$ cat src/rtl/fpu_pkg.sv
// Shared constants for the FPU front-end: operand width, opcode encodings and
// the default arithmetic latency of the downstream fpu.
package fpu_pkg;
    localparam int FP_W            = 32;
    localparam int FPU_LAT_DEFAULT = 2;

    localparam logic [1:0] OP_ADD = 2'b00;
    localparam logic [1:0] OP_SUB = 2'b01;
    localparam logic [1:0] OP_MUL = 2'b10;
    localparam logic [1:0] OP_DIV = 2'b11;
endpackage

$ cat src/rtl/fpu_res_fifo.sv
// First-word-fall-through result buffer. DEPTH must be a power of two so the
// pointers wrap naturally.
module fpu_res_fifo #(
    parameter int DEPTH = 4,
    parameter int W     = 36
) (
    input  logic                         clk,
    input  logic                         rst,
    input  logic                         push,
    input  logic [W-1:0]                 wdata,
    input  logic                         pop,
    output logic [W-1:0]                 rdata,
    output logic                         empty,
    output logic                         full,
    output logic [$clog2(DEPTH+1)-1:0]   count
);
    localparam int AW = $clog2(DEPTH);
    localparam int CW = $clog2(DEPTH+1);

    logic [W-1:0]  mem_q [DEPTH];
    logic [AW-1:0] wptr_q, rptr_q;
    logic [CW-1:0] cnt_q, cnt_d;
    logic          do_push, do_pop;

    assign empty   = (cnt_q == '0);
    assign full    = (cnt_q == CW'(DEPTH));
    assign count   = cnt_q;
    assign do_push = push && !full;
    assign do_pop  = pop && !empty;
    assign cnt_d   = cnt_q + CW'(do_push) - CW'(do_pop);
    // Head is masked while empty so the result port reads zero out of reset.
    assign rdata   = empty ? '0 : mem_q[rptr_q];

    always_ff @(posedge clk or posedge rst) begin
        if (rst) begin
            wptr_q <= '0;
            rptr_q <= '0;
            cnt_q  <= '0;
        end else begin
            if (do_push) wptr_q <= wptr_q + 1'b1;
            if (do_pop)  rptr_q <= rptr_q + 1'b1;
            cnt_q <= cnt_d;
        end
    end

    always_ff @(posedge clk) begin
        if (do_push) mem_q[wptr_q] <= wdata;
    end
endmodule

$ cat src/rtl/fpu_issue_ctrl.sv
// Issue/retire controller in front of a fixed-latency, non-stallable fpu.
// Credits cover in-flight plus buffered results so no retire is ever dropped.
module fpu_issue_ctrl
    import fpu_pkg::*;
#(
    parameter int FPU_LATENCY = FPU_LAT_DEFAULT,
    parameter int RES_DEPTH   = 4,
    parameter int TAG_W       = 4
) (
    input  logic             clk,
    input  logic             rst,
    input  logic             in_valid,
    output logic             in_ready,
    input  logic [FP_W-1:0]  in_a,
    input  logic [FP_W-1:0]  in_b,
    input  logic [1:0]       in_op,
    input  logic [TAG_W-1:0] in_tag,
    output logic [FP_W-1:0]  fpu_a,
    output logic [FP_W-1:0]  fpu_b,
    output logic [1:0]       fpu_op,
    input  logic [FP_W-1:0]  fpu_outp,
    output logic             out_valid,
    input  logic             out_ready,
    output logic [FP_W-1:0]  out_result,
    output logic [TAG_W-1:0] out_tag,
    output logic             busy
);
    localparam int CW = $clog2(RES_DEPTH+1);

    logic [CW-1:0]          credit_q, credit_d;
    logic [FP_W-1:0]        fpu_a_q, fpu_b_q;
    logic [1:0]             fpu_op_q;
    logic [FPU_LATENCY-1:0] vld_q;
    logic [TAG_W-1:0]       tag_q [FPU_LATENCY];

    logic                   accept, pop, push;
    logic                   fifo_empty, fifo_full_unused;
    logic [CW-1:0]          fifo_cnt_unused;
    logic [FP_W+TAG_W-1:0]  fifo_rdata;

    // Depends only on registered credit, never on out_ready.
    assign in_ready = !rst && (credit_q < CW'(RES_DEPTH));
    assign accept   = in_valid && in_ready;
    assign pop      = out_valid && out_ready;
    assign push     = vld_q[FPU_LATENCY-1];
    assign credit_d = credit_q + CW'(accept) - CW'(pop);

    always_ff @(posedge clk or posedge rst) begin
        if (rst) begin
            credit_q <= '0;
            fpu_a_q  <= '0;
            fpu_b_q  <= '0;
            fpu_op_q <= OP_ADD;
            vld_q    <= '0;
            for (int i = 0; i < FPU_LATENCY; i++) tag_q[i] <= '0;
        end else begin
            credit_q <= credit_d;
            if (accept) begin
                fpu_a_q  <= in_a;
                fpu_b_q  <= in_b;
                fpu_op_q <= in_op;
            end
            vld_q[0] <= accept;
            tag_q[0] <= in_tag;
            for (int i = 1; i < FPU_LATENCY; i++) begin
                vld_q[i] <= vld_q[i-1];
                tag_q[i] <= tag_q[i-1];
            end
        end
    end

    fpu_res_fifo #(
        .DEPTH (RES_DEPTH),
        .W     (FP_W + TAG_W)
    ) u_res_fifo (
        .clk   (clk),
        .rst   (rst),
        .push  (push),
        .wdata ({tag_q[FPU_LATENCY-1], fpu_outp}),
        .pop   (pop),
        .rdata (fifo_rdata),
        .empty (fifo_empty),
        .full  (fifo_full_unused),
        .count (fifo_cnt_unused)
    );

    assign fpu_a                 = fpu_a_q;
    assign fpu_b                 = fpu_b_q;
    assign fpu_op                = fpu_op_q;
    assign out_valid             = !fifo_empty;
    assign {out_tag, out_result} = fifo_rdata;
    assign busy                  = (credit_q != '0);
endmodule
$ cat config.mk
export PLATFORM = sky130hd
export DESIGN_NAME = fpu_issue_ctrl
export DESIGN_NICKNAME = d
export VERILOG_FILES = /design/src/rtl/fpu_pkg.sv /design/src/rtl/fpu_res_fifo.sv /design/src/rtl/fpu_issue_ctrl.sv
export SDC_FILE = /design/constraint.sdc
export NUM_CORES = 1
export LEC_CHECK = 0
export BUFFER_PORTS_ARGS = -buffer_cell sky130_fd_sc_hd__buf_2
export CAP_MARGIN = 20
export CORE_UTILIZATION = 44
export DETAILED_ROUTE_END_ITERATION = 16
export PLACE_DENSITY = 0.72
export SLEW_MARGIN = 20
export SYNTH_ARGS = -nofsm -noshare
export SYNTH_HDL_FRONTEND = slang
export SYNTH_HIERARCHICAL = 1
export SYNTH_SLANG_ARGS = --single-unit
$ cat constraint.sdc
create_clock -name clk -period 5.71 [get_ports clk]
set_input_delay 1.4275 -clock clk [delete_from_list [all_inputs] [get_ports clk]]
set_output_delay 1.4275 -clock clk [all_outputs]
set_load 0.02 [all_outputs]
* After elaboration in Yosys (flattened, before gate mapping)
Memory sizes are Yosys's and may differ from the RTL's.
Cells that the tools add are included.
** Storage, ports and cells
- Register bits after elaboration :: 86
- Memory bits (writable) :: 144
- Input bits :: 106
- Memories :: 1
** Operators by class
- $add $sub $neg :: 6
- Order comparisons :: 1
- Equal/unequal tests :: 1
- Multiplexer cells :: 3
- Reductions and logical operators :: 10
** Memories
- u_res_fifo.mem_q :: depth 4, bits a word 36, rd ports 1, clocked after Yosys merged registers in 0, wr ports 1, line fpu_res_fifo.sv:20 : logic [W-1:0] mem_q [DEPTH];
** Operators with widths (number)
- 36-bit two-way mux :: 1
- 3-bit by 1-bit adder with 3-bit output :: 2
- 3-bit by 1-bit subtractor with 3-bit output :: 2
- 1-bit logical AND :: 5
- 2-bit by 1-bit adder with 2-bit output, second input constant :: 2
- 3-bit == test, second input constant :: 1
- 1-bit logical NOT :: 3
- 3-bit logical NOT :: 1
- 3-bit less-than comparator, second input constant :: 1
- 3-bit nonzero test :: 1
- 1-bit two-way mux :: 2

* Longest topological paths before layout
- Depth after elaboration :: 5
- Mapped depth :: 11
- Depth with buffers taken out :: 10

* Hierarchy
The synthesis kept the hierarchy.
** Modules (own cells, without submodules)
- fpu_res_fifo :: times used 1, cells an instance 265, area each 5845.6 sq um
- fpu_issue_ctrl :: times used 1, cells an instance 167, area each 2884.0 sq um

* Least setup slack after synthesis
OpenSTA, ideal clock, no wires.
- Path kind :: input-to-reg
- Start point :: input rst
- End point :: register credit_q[2]
- Library setup time :: 0.080 ns
- Arrival :: 3.091 ns
- Setup slack :: 2.539 ns
- Stages :: 9
- Buffers on the path :: 1
- Cells stage by stage :: nor3b_2 -> buf_2 -> inv_1 -> ha_1 -> inv_1 -> ha_1 -> fa_1 -> xnor2_1 -> xnor2_1
** On the way
- Cells in the longest elaborated chain, start to end :: 5
** Ends and longest elaborated chain
- from (decl) :: line fpu_issue_ctrl.sv:11 : input logic rst,
- 1-bit logical NOT (no source line)
- 1-bit logical AND :: line fpu_issue_ctrl.sv:42 : assign in_ready = !rst && (credit_q < CW'(RES_DEPTH));
- 1-bit logical AND :: line fpu_issue_ctrl.sv:43 : assign accept = in_valid && in_ready;
- net accept :: line fpu_issue_ctrl.sv:36 : logic accept, pop, push;
- 3-bit by 1-bit adder with 3-bit output :: line fpu_issue_ctrl.sv:46 : assign credit_d = credit_q + CW'(accept) - CW'(pop);
- 3-bit by 1-bit subtractor with 3-bit output :: line fpu_issue_ctrl.sv:46
- net credit_d[2] :: line fpu_issue_ctrl.sv:30 : logic [CW-1:0] credit_q, credit_d;
- to (signal assigned) :: line fpu_issue_ctrl.sv:57 : credit_q <= credit_d;
- to (decl) :: line fpu_issue_ctrl.sv:30
The timed path passes the listed nets, and every way through them passes these cells.
A chain may end at the register's enable or synchronous reset.

* Worst setup path after layout
- Start point :: register u_res_fifo.rptr_q[0]
- End point :: output out_result[4]
** On the way
- Cells in the longest elaborated chain, start to end :: 2
** Ends and longest elaborated chain
- from (decl) :: line fpu_res_fifo.sv:21 : logic [AW-1:0] wptr_q, rptr_q;
- from (signal assigned) :: line fpu_res_fifo.sv:41 : if (do_pop) rptr_q <= rptr_q + 1'b1;
- memory read 4 x 36 bit
- 36-bit two-way mux :: line fpu_res_fifo.sv:32 : assign rdata = empty ? '0 : mem_q[rptr_q];
- to (decl) :: line fpu_issue_ctrl.sv:24 : output logic [FP_W-1:0] out_result,
Every way passes these cells.

==> flow_summary.toml <==
[yosys]
ys_ff_latch = 230
synth_ff_type = "edfxtp_1"
synthCells = 432
synth_seq_area_share_pct = 74.19
yosys.area.top_type = "edfxtp_1"
avgSynthCellArea_sq_um = 20.21
async_reset_ff_share_pct = 37.39
yosysMostFrequentCell = "edfxtp_1"
synth_nets = 548
synth_top_area_share_pct = 49.53
yosysWarnings = 6
synth_edf_count = 144
synth_area_leaders = "edfxtp_1, dfrtp_1, mux4_2"
syn_area_sq_mm = 0.008730
synth_commonest_cells = "edfxtp_1, dfrtp_1, mux2_2"
synthDistinctLibCells = 21

[power]
p_leak_nw = 4.359
p_per_area_mw_per_mm2 = 547.7
pwr-share-seq_pct = 40.7
p_sw_mw = 1.965
swShare_pct = 32.97
comb_power_share_pct = 32.9
clkPwrFrac_pct = 26.3
power.total_mw = 5.959
power.internal_mw = 3.994
peakVddDrop_mv = 0.3165

[hold_path]
hold_class = "reg2reg"
hold_depth = 0
holdPathEnd = "vld_q[1]$_DFF_PP0_"
min-delay-start = "vld_q[0]$_DFF_PP0_"

[clocking]
ctsResizeCount = 0
cts_tree = "built"
clock_latency_ps = 500
clkTransAtPathRegs_ps = 60
htreeDepth = 1
cts_buffer_depth = 3
hold_buffers = 0
cts_inserted_buffers = 24
post-cts-setup-buffers = 0
cts-root-buf = "clkbuf_16"
cts_sinks = 230

[final_layout]
areaGrowthSynthToFinish_pct = 24.62
multi_input_area_sq_mm = 0.002090
drive_above_1_share_pct = 51.56
stdcell_count = 936
layout.nets = 769
seqCellArea_sq_mm = 0.006481
antenna_cells = 0
fill_cells = 1509

[timing]
rsz0062_at_grt = "false"
max_freq_ghz = 0.2522
finalSetupViolCount = 0
fin_crit_sh_pct = 69.45
fin_skew_ps = 8.769
maxSlewHeadroom_pct = 30.90
tightest_slew_ps = 1037
tns_ps = 0
min_period_ps = 3966
hold_viol_final = 0
drv_slew = 0

[global_routing]
grt_max_degree = 80
grt_pass1_wl_mm = 26.14
grt_usage_pct = 16.63
grt_pass1_vias = 5104
antenna_found_initial = 0
overflow = 0

[die]
core_area_sq_mm = 0.01946
die_area_sq_mm = 0.02041
initial_core_util_pct = 44.85
die_width_um = 142.9
num_rows = 51
die_h_um = 142.9
io_pins = 211

[setup_path]
r2r-end = "u_res_fifo/count[2]$_DFF_PP0_"
critPathArrivalTime_ps = 2540
rrSetupSlack_ps = 2720
cp.required_ps = 4280
worst-path-max-fanout = 31
crit_type = "reg2out"
end_kind = "output pin"
reg2reg_from = "u_res_fifo/count[1]$_DFF_PP0_"
r2r_cells = 10
critPathLaunchType = "register"

[detailed_routing]
vias = 4618
drc = 0
avgRoutedWirePerCell_um = 17.50
ant_nets = 0
drtPass1Iterations = 6
wirelength_mm = 16.38
drt-initial-drc-count = 169
viasPerCell = 4.934

[place]
place_congestion = 0.7182
dpl.cell_count = 891
dp_hpwl_mm = 10.23
io_buffers = 210

[run_status]
outcome = "complete, no violations"

[job]
drv_cap = 0
==> worst max-delay path by stage <==
stage                                                start                    end  slack (ps)  cells after the start
final                     u_res_fifo/rptr_q[0]$_DFFE_PP0P_          out_result[4]        1740                      4
after global routing      u_res_fifo/rptr_q[0]$_DFFE_PP0P_          out_result[4]        1580                      4
after detailed placement  u_res_fifo/rptr_q[0]$_DFFE_PP0P_          out_result[4]        1910                      4
after floorplan                                        rst  credit_q[0]$_DFF_PP0_        2260                      1
after global placement    u_res_fifo/rptr_q[0]$_DFFE_PP0P_          out_result[4]        1930                      4
after CTS                 u_res_fifo/rptr_q[0]$_DFFE_PP0P_          out_result[4]        1370                      4
==> stage by stage <==
step                      worst slack, ps  utilization [%]  hold WS [ps]  instance area [sq um]
after floorplan                      2259                -         331.2                   8730
after global placement               1928            51.51         332.0                  10020
after detailed placement             1915            51.51         336.2                  10030
after CTS                            1375            55.74         352.0                  10850
after global routing                 1576            55.90         353.8                  10880
final                                1744            55.90         349.2                  10880
==> cells by family (layout without fill, tap and decap cells) <==
| logic type | Yosys count | in the layout | share of synthesized area, % |
|---|---|---|---|
| flip-flops | 230 | 230 | 74.19 |
| multiplexers | 103 | 103 | 17.93 |
| AND/OR/NAND/NOR | 49 | 49 | 3.554 |
| buffers and inverters | 33 | 272 | 2.021 |
| adder cells (fa/ha/maj) | 10 | 10 | 1.605 |
| XOR/XNOR | 7 | 7 | 0.7023 |
==> per-layer routing <==
metal  share of wire [%]  up-vias  track usage, %  wire length [um]
li1                    -     2068               -                 -
met1                  42     2340           21.35              6820
met2                  49      188           27.99              8029
met3                 7.8       22           4.359              1270
met4                 1.6        0           4.527               257
met5                   0        -               0                 0
==> cell type report <==
class,count,share of cell area [%]
flip-flops and latches,230,59.57
repair buffers,214,10.12
clock inverters,5,0.5290
inverters,14,0.4830
multi-input cells,169,19.21
clock buffers,39,7.039
well taps,265,3.048
==> critical path, stage by stage (launching register included) <==
cell	delay (ps)
dfrtp_4	850
buf_4	330
mux4_2	510
and2_1	170
buf_2	160
==> layout by cell type (no fill, tap or decap), types with 2 or more instances in the layout <==
cell type | Yosys | final
buf_2 | 9 | 210
edfxtp_1 | 144 | 144
dfrtp_1 | 86 | 84
mux2_2 | 47 | 47
and2_1 | 41 | 37
mux4_2 | 36 | 36
clkbuf_16 | 0 | 25
mux2_1 | 20 | 20
inv_1 | 14 | 13
ha_1 | 8 | 8
clkbuf_8 | 0 | 8
xnor2_1 | 6 | 6
clkbuf_1 | 4 | 4
and2_2 | 0 | 4
buf_4 | 1 | 3
nor2b_1 | 2 | 2
fa_1 | 2 | 2
clkinv_2 | 0 | 2
clkbuf_4 | 0 | 2
==> registers in the layout (all words and copies together), names as in the netlist, 3 cells and up <==
register and flops:
credit_q 3, fpu_b 32, tag_q 8, u_res_fifo/count 3
u_res_fifo/mem_q 144, fpu_a 32
==> power groups by stage <==
stage	Combinational (mW)	Sequential [mW]	Clock, mW
5_1_grt	2.13	2.49	1.68
3_5_place_dp	1.99	2.45	0
6_report	1.96	2.43	1.57
2_1_floorplan	1.17	2.61	0
3_3_place_gp	1.94	2.44	0
4_1_cts	2.00	2.44	1.61
Power figures use the tool's default switching activity.
